===== src/rtl/ntt_coeff_unloader_if.sv =====
// BRAM read-port and output-stream bundle for the NTT coefficient unloader.
// The master side is the unloader itself; the slave side is the BRAM plus the downstream consumer.
interface ntt_coeff_unloader_if #(
    parameter int WIDTH      = 16,
    parameter int WIDTH_ADDR = 8
);
    logic                   mem_en;
    logic [WIDTH_ADDR-1:0]  mem_raddr_a;
    logic [WIDTH_ADDR-1:0]  mem_raddr_b;
    logic [31:0]            mem_dout_a;
    logic [31:0]            mem_dout_b;

    logic                   m_valid;
    logic                   m_ready;
    logic [2*WIDTH-1:0]     m_data;
    logic [WIDTH_ADDR-2:0]  m_index;
    logic                   m_last;

    modport master (
        output mem_en, mem_raddr_a, mem_raddr_b,
        input  mem_dout_a, mem_dout_b,
        output m_valid, m_data, m_index, m_last,
        input  m_ready
    );

    modport slave (
        input  mem_en, mem_raddr_a, mem_raddr_b,
        output mem_dout_a, mem_dout_b,
        input  m_valid, m_data, m_index, m_last,
        output m_ready
    );
endinterface


===== src/rtl/ntt_coeff_unloader.sv =====
// Reads all N coefficients from the dual-port BRAM, canonicalizes them to [0, Q) and streams
// coefficient pairs in natural order through a two-entry registered output buffer.
module ntt_coeff_unloader #(
    parameter int WIDTH      = 16,
    parameter int WIDTH_ADDR = 8,
    parameter int N          = 256,
    parameter int Q          = 3329,
    parameter int FIFO_DEPTH = 2
) (
    input  logic                 clk,
    input  logic                 rst,
    input  logic                 start_i,
    output logic                 busy_o,
    output logic                 done_o,
    ntt_coeff_unloader_if.master bus
);
    localparam int              KW     = WIDTH_ADDR - 1;
    localparam logic [KW-1:0]   LAST_K = KW'(N / 2 - 1);
    localparam logic [WIDTH-1:0] QV    = WIDTH'(Q);

    typedef enum logic [1:0] {IDLE, RUN, DRAIN, DONE} state_e;

    state_e                state_q, state_d;
    logic [KW-1:0]         k_q, k_d;
    logic                  arm_q;
    logic                  issue;
    logic [WIDTH_ADDR-1:0] addr_a_q, addr_b_q;
    logic                  inflight_q;
    logic [KW-1:0]         infl_k_q;
    logic                  infl_last_q;
    logic                  v0_q, v1_q;
    logic [2*WIDTH-1:0]    data0_q, data1_q;
    logic [KW-1:0]         idx0_q, idx1_q;
    logic                  last0_q, last1_q;
    logic                  pop, push, room;
    logic [2:0]            pending;
    logic [2*WIDTH-1:0]    push_data;
    logic                  unused_dout_hi;

    // Legal input range is [-Q, 2Q); a single conditional add/subtract brings it into [0, Q).
    function automatic logic [WIDTH-1:0] canon(input logic [WIDTH-1:0] x);
        if (x[WIDTH-1])
            return x + QV;
        else if (x >= QV)
            return x - QV;
        else
            return x;
    endfunction

    assign pop       = v0_q & bus.m_ready;
    assign push      = inflight_q;
    assign pending   = {2'b0, v0_q} + {2'b0, v1_q} + {2'b0, inflight_q} - {2'b0, pop};
    assign room      = pending < 3'(FIFO_DEPTH);
    assign push_data = {canon(bus.mem_dout_b[WIDTH-1:0]), canon(bus.mem_dout_a[WIDTH-1:0])};
    assign unused_dout_hi = ^{bus.mem_dout_a[31:WIDTH], bus.mem_dout_b[31:WIDTH]};

    assign bus.m_valid = v0_q;
    assign bus.m_data  = data0_q;
    assign bus.m_index = idx0_q;
    assign bus.m_last  = last0_q;

    always_ff @(posedge clk) begin
        if (rst)
            state_q <= IDLE;
        else
            state_q <= state_d;
    end

    always_comb begin
        state_d = state_q;
        k_d     = issue ? k_q + 1'b1 : k_q;
        case (state_q)
            IDLE: begin
                k_d = '0;
                if (start_i)
                    state_d = RUN;
            end
            RUN:     if (issue && k_q == LAST_K) state_d = DRAIN;
            DRAIN:   if (!v0_q && !v1_q && !inflight_q) state_d = DONE;
            DONE:    state_d = IDLE;
            default: state_d = IDLE;
        endcase
    end

    // The first RUN cycle only arms the reader, so reads begin one cycle after busy rises.
    always_comb begin
        busy_o          = (state_q != IDLE);
        done_o          = (state_q == DONE);
        issue           = (state_q == RUN) && arm_q && room;
        bus.mem_en      = issue;
        bus.mem_raddr_a = issue ? {k_q, 1'b0} : addr_a_q;
        bus.mem_raddr_b = issue ? {k_q, 1'b1} : addr_b_q;
    end

    always_ff @(posedge clk) begin
        if (rst) begin
            k_q         <= '0;
            arm_q       <= 1'b0;
            addr_a_q    <= '0;
            addr_b_q    <= '0;
            inflight_q  <= 1'b0;
            infl_k_q    <= '0;
            infl_last_q <= 1'b0;
            v0_q        <= 1'b0;
            v1_q        <= 1'b0;
            data0_q     <= '0;
            data1_q     <= '0;
            idx0_q      <= '0;
            idx1_q      <= '0;
            last0_q     <= 1'b0;
            last1_q     <= 1'b0;
        end else begin
            k_q         <= k_d;
            arm_q       <= (state_q == RUN);
            inflight_q  <= issue;
            infl_k_q    <= k_q;
            infl_last_q <= (k_q == LAST_K);
            if (issue) begin
                addr_a_q <= {k_q, 1'b0};
                addr_b_q <= {k_q, 1'b1};
            end
            // Entry 0 is the head driving the stream; entry 1 only fills while the head is stalled.
            if (pop) begin
                if (v1_q) begin
                    data0_q <= data1_q;
                    idx0_q  <= idx1_q;
                    last0_q <= last1_q;
                    if (push) begin
                        data1_q <= push_data;
                        idx1_q  <= infl_k_q;
                        last1_q <= infl_last_q;
                    end else begin
                        v1_q <= 1'b0;
                    end
                end else if (push) begin
                    data0_q <= push_data;
                    idx0_q  <= infl_k_q;
                    last0_q <= infl_last_q;
                end else begin
                    v0_q <= 1'b0;
                end
            end else if (push) begin
                if (!v0_q) begin
                    data0_q <= push_data;
                    idx0_q  <= infl_k_q;
                    last0_q <= infl_last_q;
                    v0_q    <= 1'b1;
                end else begin
                    data1_q <= push_data;
                    idx1_q  <= infl_k_q;
                    last1_q <= infl_last_q;
                    v1_q    <= 1'b1;
                end
            end
        end
    end
endmodule


===== src/flat_wrapper.sv =====
// flat-port wrapper written by rule: the top's interface ports become plain ports
module ntt_coeff_unloader_flat 
#(
    parameter int WIDTH      = 16,
    parameter int WIDTH_ADDR = 8,
    parameter int N          = 256,
    parameter int Q          = 3329,
    parameter int FIFO_DEPTH = 2
)
  (clk, rst, start_i, busy_o, done_o, bus_mem_en, bus_mem_raddr_a, bus_mem_raddr_b, bus_mem_dout_a, bus_mem_dout_b, bus_m_valid, bus_m_data, bus_m_index, bus_m_last, bus_m_ready);
  ntt_coeff_unloader_if #(.WIDTH(WIDTH), .WIDTH_ADDR(WIDTH_ADDR)) bus_i ();
  input  logic clk;
  input  logic rst;
  input  logic start_i;
  output logic busy_o;
  output logic done_o;
  output wire logic [$bits(bus_i.mem_en)-1:0] bus_mem_en;
  output wire logic [$bits(bus_i.mem_raddr_a)-1:0] bus_mem_raddr_a;
  output wire logic [$bits(bus_i.mem_raddr_b)-1:0] bus_mem_raddr_b;
  input wire logic [$bits(bus_i.mem_dout_a)-1:0] bus_mem_dout_a;
  input wire logic [$bits(bus_i.mem_dout_b)-1:0] bus_mem_dout_b;
  output wire logic [$bits(bus_i.m_valid)-1:0] bus_m_valid;
  output wire logic [$bits(bus_i.m_data)-1:0] bus_m_data;
  output wire logic [$bits(bus_i.m_index)-1:0] bus_m_index;
  output wire logic [$bits(bus_i.m_last)-1:0] bus_m_last;
  input wire logic [$bits(bus_i.m_ready)-1:0] bus_m_ready;
  assign bus_mem_en = bus_i.mem_en;
  assign bus_mem_raddr_a = bus_i.mem_raddr_a;
  assign bus_mem_raddr_b = bus_i.mem_raddr_b;
  assign bus_i.mem_dout_a = bus_mem_dout_a;
  assign bus_i.mem_dout_b = bus_mem_dout_b;
  assign bus_m_valid = bus_i.m_valid;
  assign bus_m_data = bus_i.m_data;
  assign bus_m_index = bus_i.m_index;
  assign bus_m_last = bus_i.m_last;
  assign bus_i.m_ready = bus_m_ready;
  ntt_coeff_unloader #(.WIDTH(WIDTH), .WIDTH_ADDR(WIDTH_ADDR), .N(N), .Q(Q), .FIFO_DEPTH(FIFO_DEPTH)) u_core (.clk(clk), .rst(rst), .start_i(start_i), .busy_o(busy_o), .done_o(done_o), .bus(bus_i));
endmodule

===== config.mk =====
export PLATFORM = sky130hd
export DESIGN_NAME = ntt_coeff_unloader_flat
export DESIGN_NICKNAME = d
export VERILOG_FILES = /design/src/rtl/ntt_coeff_unloader_if.sv /design/src/rtl/ntt_coeff_unloader.sv /design/src/flat_wrapper.sv
export SDC_FILE = /design/constraint.sdc
export NUM_CORES = 1
export LEC_CHECK = 0
export CAP_MARGIN = 10
export CORE_MARGIN = 8
export CORE_UTILIZATION = 52
export CTS_CLUSTER_SIZE = 20
export DETAILED_ROUTE_END_ITERATION = 7
export GPL_TIMING_DRIVEN = 0
export PLACE_DENSITY_LB_ADDON = 0.05
export SLEW_MARGIN = 20
export SYNTH_ARGS = -nofsm -noshare
export SYNTH_HDL_FRONTEND = slang
export SYNTH_SLANG_ARGS = --single-unit

===== constraint.sdc =====
create_clock -name clk -period 2.9 [get_ports clk]
set_clock_uncertainty 0.05 [all_clocks]
set_input_delay 0.435 -clock clk [delete_from_list [all_inputs] [get_ports clk]]
set_output_delay 0.435 -clock clk [all_outputs]
set_load 0.02 [all_outputs]

==> summary.md <==
| Metric | Value |
|---|---|
| Maxcap violations | `0` |
| Synth Area in Adders | `0.0319` |
| YS warnings | `0` |
| Clock Tree Root | `clkbuf_16` |
| Clk slew on worst S/H paths | `0.06 ns` |
| Final antenna-violating net count | `0` |
| Ys async rst share | `0` |
| Outcome | `complete, but fails checks` |
| Vias/cell | `~6.2` |
| First-pass GRT wire length | `between 30 and 40 mm` |
| Final std cells w/o fill | `roughly 1,100` |
| Syn_nets | `roughly 880` |
| Layout cells sized above 1 | `0.146` |
| Post-Synth XOR/XNOR Area | `0.0487` |
| Part of the Yosys area used for sequential elements | `0.383` |
| Setup crit end kind | `primary output` |
| Die area | `15,500 sq um` |
| Setup TNS | `-1.22 ns` |
| RSZ-0062 raised after global routing | `yes` |
| Pin count of the biggest net entering global routing | `17` |
| CTS Buffer Depth | `2` |
| EDFF count, synth | `0` |
| Latest clock arrival within the worst-skew pair | `0.42 ns` |
| Detailed Route Iter0 Violations | `between 600 and 700` |
| Worst setup margin | `-0.117 ns` |
| Failing checks | `setup timing` |
| WL/cell | `just over 20 microns` |
| Crit start category | `register` |
| Pre-CTS setup slack | `-1.24 ns` |
| Gr ovfl total | `0` |
| CP Data Arrival Time | `~2.5 ns` |
| Max FO, Critical Path | `8` |
| Routability cong. | `a little over 0.9` |
| Vias in the first global route | `approximately 6,400` |
| Most frequent cells in the layout | `114 x dfxtp_1, 102 x nand2_1, 76 x nor2_1` |
| Critical Path, Cell by Cell | `nand2_4, ha_4, nand2_2, fa_1, and3_4, nand2_4, clkbuf_16, clkbuf_8, nand2_4, nand2_2, buf_6` |
| TritonCTS Buffers | `17` |
| Final Critical Period | `3.02 ns` |
| Post-synthesis mux area share | `0.00655` |
| DP Wirelength | `between 10 and 15 mm` |
| Clock sink total | `between 100 and 150` |
| GRT Util Overall | `0.258` |
| Fillers | `900` |
| Placed insts | `slightly above 1,000` |
| Ports | `128` |
| Cell mode on critical path | `nand2_4` |
| Final setup vio count | `14` |
| Most used flip-flop cell after synthesis | `dfxtp_1` |
| Synth Area in Simple Gates | `0.267` |
| Routed via count | `roughly 6,700` |
| Synth Register Bits | `approximately 120` |
| Static Leakage | `about 2.9 nW` |
| Critical setup path kind | `reg2out` |
| H-tree Lvls | `4` |
| Die Y | `between 100 and 150 microns` |
| Hold WC Path Type | `in2reg` |
| Fin crit share | `1.04` |
| FF/Latch Area | `~2400 sq um` |
| Least-Margin Pin Slew | `0.774 ns` |
| Residual DRC | `0` |
| Cell count after synthesis | `approximately 800` |
| Hold Buf Count CTS | `0` |
| P per Cell Area | `~530 nW/um^2` |
| Core Region | `between 10,000 and 15,000 sq um` |
| Slew headroom | `0.484` |
| Final count of hold timing violations | `0` |
| Worst path bufs/invs | `3` |
| FP Rows | `39` |
| Max-slew violation count | `0` |
| Drt pass-1 iters | `5` |
| Fmax | `around 0.33 GHz` |
| IO buf count | `81` |
| Most common cell after layout, fill and taps aside | `dfxtp_1` |
| Die Wd | `124 microns` |
| Main combinational cell family by area after synthesis | `simple AND/OR/NAND/NOR gates` |
| Worst path top cell family by delay | `adder cells` |
| Multi-input logic area | `roughly 3700 sq um` |
| Crit-path slowest cell | `fa_1` |
| Nets | `roughly 1,000` |
| TritonCTS clock tree | `done` |
| Max VDD drop | `a little under 0.0007 V` |
| Synth Area in Compound Gates | `0.211` |
| Total routed wirelength | `between 20 and 25 mm` |
| Initial antenna violation count | `0` |
| Unique masters post-synth | `between 60 and 70` |
| Initial Utilization | `0.533` |
| CP max stage delay | `around 0.48 ns` |
| Syn avg cell area | `between 7 and 8 sq um` |
| Synthesized area | `6120 sq um` |
| Synth-to-Final Area Change | `33.4%` |
| Antenna Cells | `0` |
| Required time of the worst setup path | `approximately 2.4 ns` |
synthesized netlist by cell type, types with 3 or more instances:
cell       count  area (sq um)
nand2_1      131           492
dfxtp_1      117          2340
nor2_1        76           285
clkbuf_1      52           195
a21oi_1       51           255
o21ai_0       45           225
nor3_1        33           165
nand3_1       30           150
xnor2_1       23           201
inv_1         18          67.6
a31oi_1       15          93.8
nand4_1       15          93.8
ha_1          14           175
a311oi_1      12           105
a2111oi_0     11          96.3
nor2b_1       11          68.8
or3_1         11          68.8
xor2_1        11          96.3
or4_1          9          67.6
buf_1          8          30.0
and3_1         7          43.8
o22ai_1        7          43.8
buf_2          6          30.0
o211ai_1       6          45.0
o21ai_1        6          30.0
and2_1         4          25.0
mux2i_1        4          40.0
nand2b_1       4          25.0
nor4_1         4          25.0
o31a_1         4          35.0
o32ai_1        4          35.0
or2_2          4          25.0
a211o_1        3          26.3
a211oi_1       3          22.5
a32oi_1        3          26.3
state kept, by name, indices dropped and copies added (netlist names), 2 cells and up:
signal	flops
u_core.bus.m_index	7
u_core.data1_q	32
u_core.addr_a_q	8
u_core.k_q	7
u_core.idx1_q	7
u_core.state_q	2
u_core.bus.m_data	32
u_core.addr_b_q	8
u_core.infl_k_q	7
cell families after synthesis:
group / after synthesis
compound gates: 194
xor+xnor: 34
fa+ha+maj: 15
buf+inv: 84
flops: 117
mux: 4
simple gates: 350
metal layers:
metal / vias up / wire [microns] / part of all wire / global-route usage
met5: - / 0 / 0 / 0
met4: 0 / 657 / 0.031 / 0.122
met3: 56 / 1560 / 0.073 / 0.0621
met2: 316 / 10700 / 0.50 / 0.444
met1: 3228 / 8620 / 0.40 / 0.294
li1: 3074 / - / - / -
what timing repair did:
item / in CTS / in global routing
endpoints found under the hold margin: 0 / 0
setup endpoints to repair: 30 / 25
gates cloned: 1 / 1
pin swaps: 6 / 12
gates resized for setup: 160 / 26
buffers inserted: 7 / 7
worst reg2reg max path, stage by stage (launching register included):
cell and delay (ns):
dfxtp_4 0.38, nand2_4 0.06, ha_4 0.26, nand2_2 0.04
fa_1 0.41, xnor2_2 0.25, buf_4 0.16, nand3_4 0.12
o21ai_0 0.32, o211ai_1 0.20, a221oi_1 0.32
stage by stage:
stage                      util  hold slack, ns  instance area (sq um)  power (W)
after global placement    0.620           0.387                   7110    0.00220
after detailed placement  0.620           0.396                   7110    0.00221
after floorplan               -           0.382                   6120    0.00202
after global routing      0.712           0.372                   8160    0.00447
final                     0.712           0.358                   8160    0.00436
after CTS                 0.697           0.347                   7990    0.00430
report_power, final:
group / total [W] / leakage (nW) / internal, W / switching (W)
Sequential: 0.00165 / 0.945 / 0.00163 / 0.0000206
Combinational: 0.000635 / 1.70 / 0.000252 / 0.000383
Clock: 0.00207 / 0.274 / 0.00133 / 0.000740
worst paths after layout:
path	startpoint	to	slack [ns]	cells past startpoint
min reg2reg	u_core.infl_k_q[4]	u_core.idx1_q[4]	0.40	2
max	u_core.bus.m_valid	bus_mem_raddr_a[1]	-0.12	11
min	bus_mem_dout_a[2]	u_core.data1_q[2]	0.36	3
max reg2reg	u_core.bus.m_valid	u_core.state_q[0]	0.23	10
layout make-up:
type                       instances  share of cell area
buffer                            65              0.0380
clock buffer                      25              0.0595
clock inverter                     7              0.0118
inverter                          18             0.00859
multi-input combinational        597               0.455
sequential                       117               0.288
tap                              143              0.0219
timing repair buffer              97               0.117
Power figures use the tool's default switching activity.
